[config.mk]
export PLATFORM = sky130hd
export DESIGN_NAME = duck_round_ctrl_flat
export DESIGN_NICKNAME = d
export VERILOG_FILES = /design/src/rtl/duck_round_ctrl_if.sv /design/src/rtl/duck_round_ctrl.sv /design/src/flat_wrapper.sv
export SDC_FILE = /design/constraint.sdc
export NUM_CORES = 1
export LEC_CHECK = 0
export ABC_AREA = 1
export CORE_MARGIN = 5
export CORE_UTILIZATION = 40
export CTS_BUF_LIST = sky130_fd_sc_hd__clkbuf_16
export CTS_CLUSTER_SIZE = 30
export DETAILED_ROUTE_END_ITERATION = 6
export MAX_ROUTING_LAYER = met4
export PLACE_DENSITY_LB_ADDON = 0.12
export RECOVER_POWER = 100
export SLEW_MARGIN = 20
export SYNTH_ARGS = -nofsm -noshare
export SYNTH_HDL_FRONTEND = slang
export SYNTH_SLANG_ARGS = --single-unit
export TNS_END_PERCENT = 100
[constraint.sdc]
create_clock -name Clk -period 2.52 [get_ports Clk]
set_input_delay 0.252 -clock Clk [delete_from_list [all_inputs] [get_ports Clk]]
set_output_delay 0.252 -clock Clk [all_outputs]
set_load 0.1 [all_outputs]
[src/rtl/duck_round_ctrl_if.sv]
// rtl/duck_round_ctrl_if.sv - player inputs and game-flow outputs of the round controller
interface duck_round_ctrl_if;
    logic       start_btn;
    logic       trigger;
    logic       bird_hit;
    logic       frame_tick;
    logic [1:0] state;
    logic       bird_spawn;
    logic       bird_shot;
    logic       score_clear;
    logic [1:0] shots_left;
    logic [3:0] birds_done;
    logic [3:0] hits;
    logic [7:0] round;

    modport master (
        output start_btn, trigger, bird_hit, frame_tick,
        input  state, bird_spawn, bird_shot, score_clear,
        input  shots_left, birds_done, hits, round
    );

    modport slave (
        input  start_btn, trigger, bird_hit, frame_tick,
        output state, bird_spawn, bird_shot, score_clear,
        output shots_left, birds_done, hits, round
    );
endinterface

[src/rtl/duck_round_ctrl.sv]
// rtl/duck_round_ctrl.sv - Duck Hunt round sequencer: spawns birds, budgets shots, resolves hit/miss
module duck_round_ctrl #(
    parameter int SHOTS_PER_BIRD  = 3,
    parameter int BIRDS_PER_ROUND = 10,
    parameter int PASS_HITS       = 6,
    parameter int FLYAWAY_FRAMES  = 300,
    parameter int END_FRAMES      = 120
) (
    input logic              Clk,
    input logic              Reset,
    duck_round_ctrl_if.slave bus
);

    typedef enum logic [1:0] {
        S_IDLE      = 2'b00,
        S_PLAY      = 2'b01,
        S_ROUND_END = 2'b10,
        S_GAME_OVER = 2'b11
    } state_t;

    localparam logic [1:0] SHOTS_INIT = 2'(SHOTS_PER_BIRD);
    localparam logic [3:0] BIRDS_MAX  = 4'(BIRDS_PER_ROUND);
    localparam logic [3:0] PASS_MIN   = 4'(PASS_HITS);
    localparam logic [9:0] FLY_LIMIT  = 10'(FLYAWAY_FRAMES);
    localparam logic [9:0] END_LIMIT  = 10'(END_FRAMES);

    state_t     state_q, state_n;
    logic [1:0] shots_q, shots_n;
    logic [3:0] done_q, done_n;
    logic [3:0] hits_q, hits_n;
    logic [7:0] round_q, round_n;
    logic [9:0] fcnt_q, fcnt_n;
    logic       active_q, active_n;
    logic       grace_q, grace_n;
    logic       spawn_q, spawn_n;
    logic       shot_q, shot_n;
    logic       clear_q, clear_n;
    logic       start_prev, trig_prev, hit_prev;
    logic       start_edge, trig_edge, hit_edge;
    logic       resolve;

    assign start_edge = bus.start_btn & ~start_prev;
    assign trig_edge  = bus.trigger   & ~trig_prev;
    assign hit_edge   = bus.bird_hit  & ~hit_prev;

    always_ff @(posedge Clk) begin
        if (Reset) begin
            state_q    <= S_IDLE;
            shots_q    <= '0;
            done_q     <= '0;
            hits_q     <= '0;
            round_q    <= '0;
            fcnt_q     <= '0;
            active_q   <= 1'b0;
            grace_q    <= 1'b0;
            spawn_q    <= 1'b0;
            shot_q     <= 1'b0;
            clear_q    <= 1'b0;
            start_prev <= 1'b0;
            trig_prev  <= 1'b0;
            hit_prev   <= 1'b0;
        end else begin
            state_q    <= state_n;
            shots_q    <= shots_n;
            done_q     <= done_n;
            hits_q     <= hits_n;
            round_q    <= round_n;
            fcnt_q     <= fcnt_n;
            active_q   <= active_n;
            grace_q    <= grace_n;
            spawn_q    <= spawn_n;
            shot_q     <= shot_n;
            clear_q    <= clear_n;
            start_prev <= bus.start_btn;
            trig_prev  <= bus.trigger;
            hit_prev   <= bus.bird_hit;
        end
    end

    always_comb begin
        state_n  = state_q;
        shots_n  = shots_q;
        done_n   = done_q;
        hits_n   = hits_q;
        round_n  = round_q;
        fcnt_n   = fcnt_q;
        active_n = active_q;
        grace_n  = grace_q;
        spawn_n  = 1'b0;
        shot_n   = 1'b0;
        clear_n  = 1'b0;
        resolve  = 1'b0;

        case (state_q)
            S_IDLE: begin
                if (start_edge) begin
                    state_n  = S_PLAY;
                    round_n  = 8'd1;
                    hits_n   = '0;
                    done_n   = '0;
                    clear_n  = 1'b1;
                    spawn_n  = 1'b1;
                    shots_n  = SHOTS_INIT;
                    active_n = 1'b1;
                    grace_n  = 1'b0;
                    fcnt_n   = '0;
                end
            end

            S_PLAY: begin
                if (!active_q) begin
                    // Previous bird resolved last cycle; launch the next one.
                    spawn_n  = 1'b1;
                    shots_n  = SHOTS_INIT;
                    fcnt_n   = '0;
                    grace_n  = 1'b0;
                    active_n = 1'b1;
                end else begin
                    if (trig_edge && shots_q != 2'd0)
                        shots_n = shots_q - 2'd1;
                    if (bus.frame_tick)
                        fcnt_n = fcnt_q + 10'd1;

                    // A hit edge outranks both escape paths in the same cycle.
                    if (hit_edge) begin
                        shot_n  = 1'b1;
                        hits_n  = hits_q + 4'd1;
                        resolve = 1'b1;
                    end else if (bus.frame_tick && (grace_q || fcnt_n == FLY_LIMIT)) begin
                        resolve = 1'b1;
                    end else if (shots_n == 2'd0) begin
                        grace_n = 1'b1;
                    end

                    if (resolve) begin
                        done_n   = done_q + 4'd1;
                        active_n = 1'b0;
                        grace_n  = 1'b0;
                        if (done_n == BIRDS_MAX) begin
                            state_n = S_ROUND_END;
                            fcnt_n  = '0;
                        end
                    end
                end
            end

            S_ROUND_END: begin
                if (bus.frame_tick) begin
                    fcnt_n = fcnt_q + 10'd1;
                    if (fcnt_n == END_LIMIT) begin
                        if (hits_q >= PASS_MIN) begin
                            state_n  = S_PLAY;
                            round_n  = (round_q == 8'hFF) ? round_q : round_q + 8'd1;
                            hits_n   = '0;
                            done_n   = '0;
                            spawn_n  = 1'b1;
                            shots_n  = SHOTS_INIT;
                            active_n = 1'b1;
                            grace_n  = 1'b0;
                            fcnt_n   = '0;
                        end else begin
                            state_n = S_GAME_OVER;
                        end
                    end
                end
            end

            S_GAME_OVER: begin
                if (start_edge)
                    state_n = S_IDLE;
            end

            default: state_n = S_IDLE;
        endcase
    end

    assign bus.state       = state_q;
    assign bus.bird_spawn  = spawn_q;
    assign bus.bird_shot   = shot_q;
    assign bus.score_clear = clear_q;
    assign bus.shots_left  = shots_q;
    assign bus.birds_done  = done_q;
    assign bus.hits        = hits_q;
    assign bus.round       = round_q;

endmodule

[src/flat_wrapper.sv]
// flat-port wrapper written by rule: the top's interface ports become plain ports
module duck_round_ctrl_flat 
#(
    parameter int SHOTS_PER_BIRD  = 3,
    parameter int BIRDS_PER_ROUND = 10,
    parameter int PASS_HITS       = 6,
    parameter int FLYAWAY_FRAMES  = 300,
    parameter int END_FRAMES      = 120
)
  (Clk, Reset, bus_start_btn, bus_trigger, bus_bird_hit, bus_frame_tick, bus_state, bus_bird_spawn, bus_bird_shot, bus_score_clear, bus_shots_left, bus_birds_done, bus_hits, bus_round);
  duck_round_ctrl_if bus_i ();
  input logic Clk;
  input logic Reset;
  input wire logic [$bits(bus_i.start_btn)-1:0] bus_start_btn;
  input wire logic [$bits(bus_i.trigger)-1:0] bus_trigger;
  input wire logic [$bits(bus_i.bird_hit)-1:0] bus_bird_hit;
  input wire logic [$bits(bus_i.frame_tick)-1:0] bus_frame_tick;
  output wire logic [$bits(bus_i.state)-1:0] bus_state;
  output wire logic [$bits(bus_i.bird_spawn)-1:0] bus_bird_spawn;
  output wire logic [$bits(bus_i.bird_shot)-1:0] bus_bird_shot;
  output wire logic [$bits(bus_i.score_clear)-1:0] bus_score_clear;
  output wire logic [$bits(bus_i.shots_left)-1:0] bus_shots_left;
  output wire logic [$bits(bus_i.birds_done)-1:0] bus_birds_done;
  output wire logic [$bits(bus_i.hits)-1:0] bus_hits;
  output wire logic [$bits(bus_i.round)-1:0] bus_round;
  assign bus_i.start_btn = bus_start_btn;
  assign bus_i.trigger = bus_trigger;
  assign bus_i.bird_hit = bus_bird_hit;
  assign bus_i.frame_tick = bus_frame_tick;
  assign bus_state = bus_i.state;
  assign bus_bird_spawn = bus_i.bird_spawn;
  assign bus_bird_shot = bus_i.bird_shot;
  assign bus_score_clear = bus_i.score_clear;
  assign bus_shots_left = bus_i.shots_left;
  assign bus_birds_done = bus_i.birds_done;
  assign bus_hits = bus_i.hits;
  assign bus_round = bus_i.round;
  duck_round_ctrl #(.SHOTS_PER_BIRD(SHOTS_PER_BIRD), .BIRDS_PER_ROUND(BIRDS_PER_ROUND), .PASS_HITS(PASS_HITS), .FLYAWAY_FRAMES(FLYAWAY_FRAMES), .END_FRAMES(END_FRAMES)) u_core (.Clk(Clk), .Reset(Reset), .bus(bus_i));
endmodule
==> results by group <==
Route
  • Drt wl/cell: ~12 um
  • DRC Markers: 0
  • Antenna viol nets, final: 0
  • WL met2: between 2000 and 3000 um
  • DR pass1 iterations: 4
  • Initial DRC count: 111
  • Met3 wire length: 138 um
  • Wl on met1: around 3000 um
  • Final WL: just over 6000 um
  • Vias per cell: around 4.8
  • Vias: between 2000 and 2500
  • Top Metal Used: met4

STA
  • Fin crit period: between 2 and 2.5 ns
  • F_max: about 440 MHz
  • Endpoints failing setup: 0
  • Final hold vios: 0
  • Slew headroom: a little over a fifth
  • TNS Setup: 0 ns
  • Crit share post-route: ~90%
  • Unrepaired setup endpoints after global routing: no
  • Worst slew pin tran: between 1 and 1.5 ns
  • Clock skew: between 0.005 and 0.006 ns
  • Final worst slack: between 0.2 and 0.25 ns
  • Max Slew Vio Count: 0

Yosys
  • Most used DFF post-synth: dfxtp_1
  • Top-area cell type share of the netlist area: roughly 29%
  • Most common cell in the netlist: nand2_1
  • EDFF count, synth: 0
  • Total of flip-flops plus latches after synthesis: 38
  • Asr flop ratio synth: 0%
  • Netlist cell types: 38
  • Synth area leader: dfxtp_1
  • Syn_nets: 410
  • Synth warn: 0
  • Cell count after synthesis: 390
  • Synth top area cells: dfxtp_1 29%, nand2_1 19%, inv_1 6.8%, ha_1 6.7%, nand3_1 4.4%
  • Syn avg cell area: between 6 and 7 um^2
  • Synth Cell Area: ~2600 um^2
  • Seq/Total Area, Yosys: about 29%
  • List of most frequent post-synthesis cells: 130 x nand2_1, 47 x inv_1, 38 x dfxtp_1

Cells and area
  • Design Area, Final: around 3000 um^2
  • Synth-to-layout area growth: 14.0%
  • NumNets Final: between 400 and 500
  • Layout cells sized above 1: ~12%
  • N_diodes: 0
  • Fin util: between 40 and 50%

Status
  • Status: finished, final reports clean

Clock network
  • Sink Count: 38
  • H-tree depth: 2
  • Worst-Skew Late Latency: 0.28 ns
  • Worst-path clk slew: 0.06 ns
  • CTS buffer count: 5
  • Clock tree buffer depth: 2
  • Post-CTS setup buffer count: 0
  • TritonCTS clock tree: built
  • Clock root cell: clkbuf_16
  • # hold bufs at CTS: 0

Power
  • Power Density: ~1100 nW/um^2
  • Peak supply drop: approximately 0.0008 V
  • LEAKAGE: between 1 and 1.5 nW

Global routing
  • Via count of the first global-routing pass: between 2000 and 2500
  • Antenna violations before repair: 0
  • Total grt overflow: 0
  • Global-route wire length before repair: 10500 um
  • Pin count of the biggest net entering global routing: 26
  • GRT Resource Usage Total: 15.6%

Placement
  • Number of I/O port buffers: 28
  • Worst slack, placed: 0.118 ns
  • Detailed Place HPWL: around 4600 um
  • Placed inst area: a little under 3000 um^2
  • Final GP Congestion: just under 0.9

Die
  • Core ar.: 6350 um^2
  • Die Width: 90.7 um
  • Initial Util: about two fifths
  • Io pins: 29
  • Die extent in y: 90.7 um
  • Total die area: roughly 8200 um^2
  • Rows: 29

Worst hold path
  • Hold Path Class: flop to flop
  • Min-delay src: u_core.fcnt_q[9]

Critical path
  • Arr. time, crit path: ~2.4 ns
  • Crit-path max FO: 10
  • Worst r2r src: u_core.fcnt_q[0]
  • Worst setup EP type: flop
  • Worst setup SP type: flop
  • Worst EP required: 2.67 ns
  • R2R Setup Slk: around 0.24 ns
  • CP Launch Point: u_core.fcnt_q[0]
  • Setup CP Type: flop to flop

Run
  • Max-cap violations: 0
==> layer usage <==
metal | global-route usage, % | up-vias
met4 | 3.97 | 0
met5 | - | -
met3 | 3.00 | 2
met2 | 25.1 | 25
met1 | 20.1 | 1081
li1 | - | 1304
==> what timing repair did <==
item / CTS / global route
endpoints found under the setup margin: 0 / 8
hold endpoints to repair: 0 / 0
resized for setup: 0 / 2
==> layout make-up <==
type / count / area [um^2]
inverter: 51 / 194
clock buffer: 5 / 125
tap: 77 / 96.3
timing repair buffer: 38 / 208
fill: 666 / 3380
clock inverter: 2 / 11.3
multi-input combinational: 292 / 1570
sequential: 38 / 762
==> worst max-delay path, stage by stage (launching register included) <==
cell     delay, ns
dfxtp_1       0.32
buf_4         0.15
ha_1          0.30
inv_1         0.05
nand2_1       0.04
nand2_1       0.09
nand2_1       0.07
a21oi_1       0.14
nand3_1       0.10
nor2_1        0.13
nand2_1       0.06
nand2_1       0.05
nand2_1       0.09
nand3_1       0.12
nand2_2       0.17
nand2_1       0.11
nand2_1       0.05
nand2_1       0.05
a21oi_1       0.05
==> path summary, 6_finish.rpt <==
path	end	depth (start not counted)
max	u_core.fcnt_q[9]	18
max reg2reg	u_core.fcnt_q[9]	18
min	u_core.fcnt_q[9]	2
min reg2reg	u_core.fcnt_q[9]	2
==> power by group <==
group	leakage [nW]	switching, mW	internal (mW)	total [mW]
Combinational	0.924	1.37	0.381	1.76
Sequential	0.311	0.111	0.714	0.825
Clock	0.0671	0.238	0.357	0.595
Total	1.30	1.72	1.45	3.18
==> per-stage QoR <==
| step | power [mW] | hold WS [ns] | std cells |
|---|---|---|---|
| 2_1_floorplan | 2.33 | 0.359 | 390 |
| 3_3_place_gp | 2.70 | 0.495 | 496 |
| 3_5_place_dp | 2.70 | 0.491 | 496 |
| 4_1_cts | 3.31 | 0.501 | 503 |
| 5_1_grt | 3.41 | 0.524 | 503 |
| 6_report | 3.18 | 0.503 | 503 |
==> cell usage in the layout, fill, tap and decap left out, types with 2 or more instances in the layout <==
cell             instances
or3_1                    2
or2_2                    2
nand3_2                  4
inv_1                   48
xnor2_1                  5
nor3_1                   6
dfxtp_1                 37
a221oi_1                 3
o21ai_1                  5
clkdlybuf4s50_1          4
a21oi_1                 22
nor2_4                   5
inv_2                    3
o21ai_0                 10
nor2_2                   3
nand2_4                  4
buf_4                    9
nor2_1                  27
a211oi_1                 2
nand2_1                132
clkbuf_1                24
xor2_1                   2
and2_4                   3
nand3_1                 24
clkbuf_16                5
nand2_2                  7
ha_1                    14
==> cell families after synthesis <==
family          after synthesis  synth area share [%]
simple gates                224                  41.5
buf+inv                      60                  9.80
fa+ha+maj                    14                  6.73
xor+xnor                      7                  2.35
compound gates               47                  10.4
flops                        38                  29.2
==> registers in the layout (all words and copies together), names as in the netlist <==
name,cells
u_core.bus.birds_done,4
u_core.bus.hits,4
u_core.bus.bird_shot,1
u_core.start_prev,1
u_core.hit_prev,1
u_core.bus.score_clear,1
u_core.bus.bird_spawn,1
u_core.bus.state,2
u_core.grace_q,1
u_core.bus.round,8
u_core.active_q,1
u_core.bus.shots_left,2
u_core.trig_prev,1
u_core.fcnt_q,10
Power figures use the tool's default switching activity.
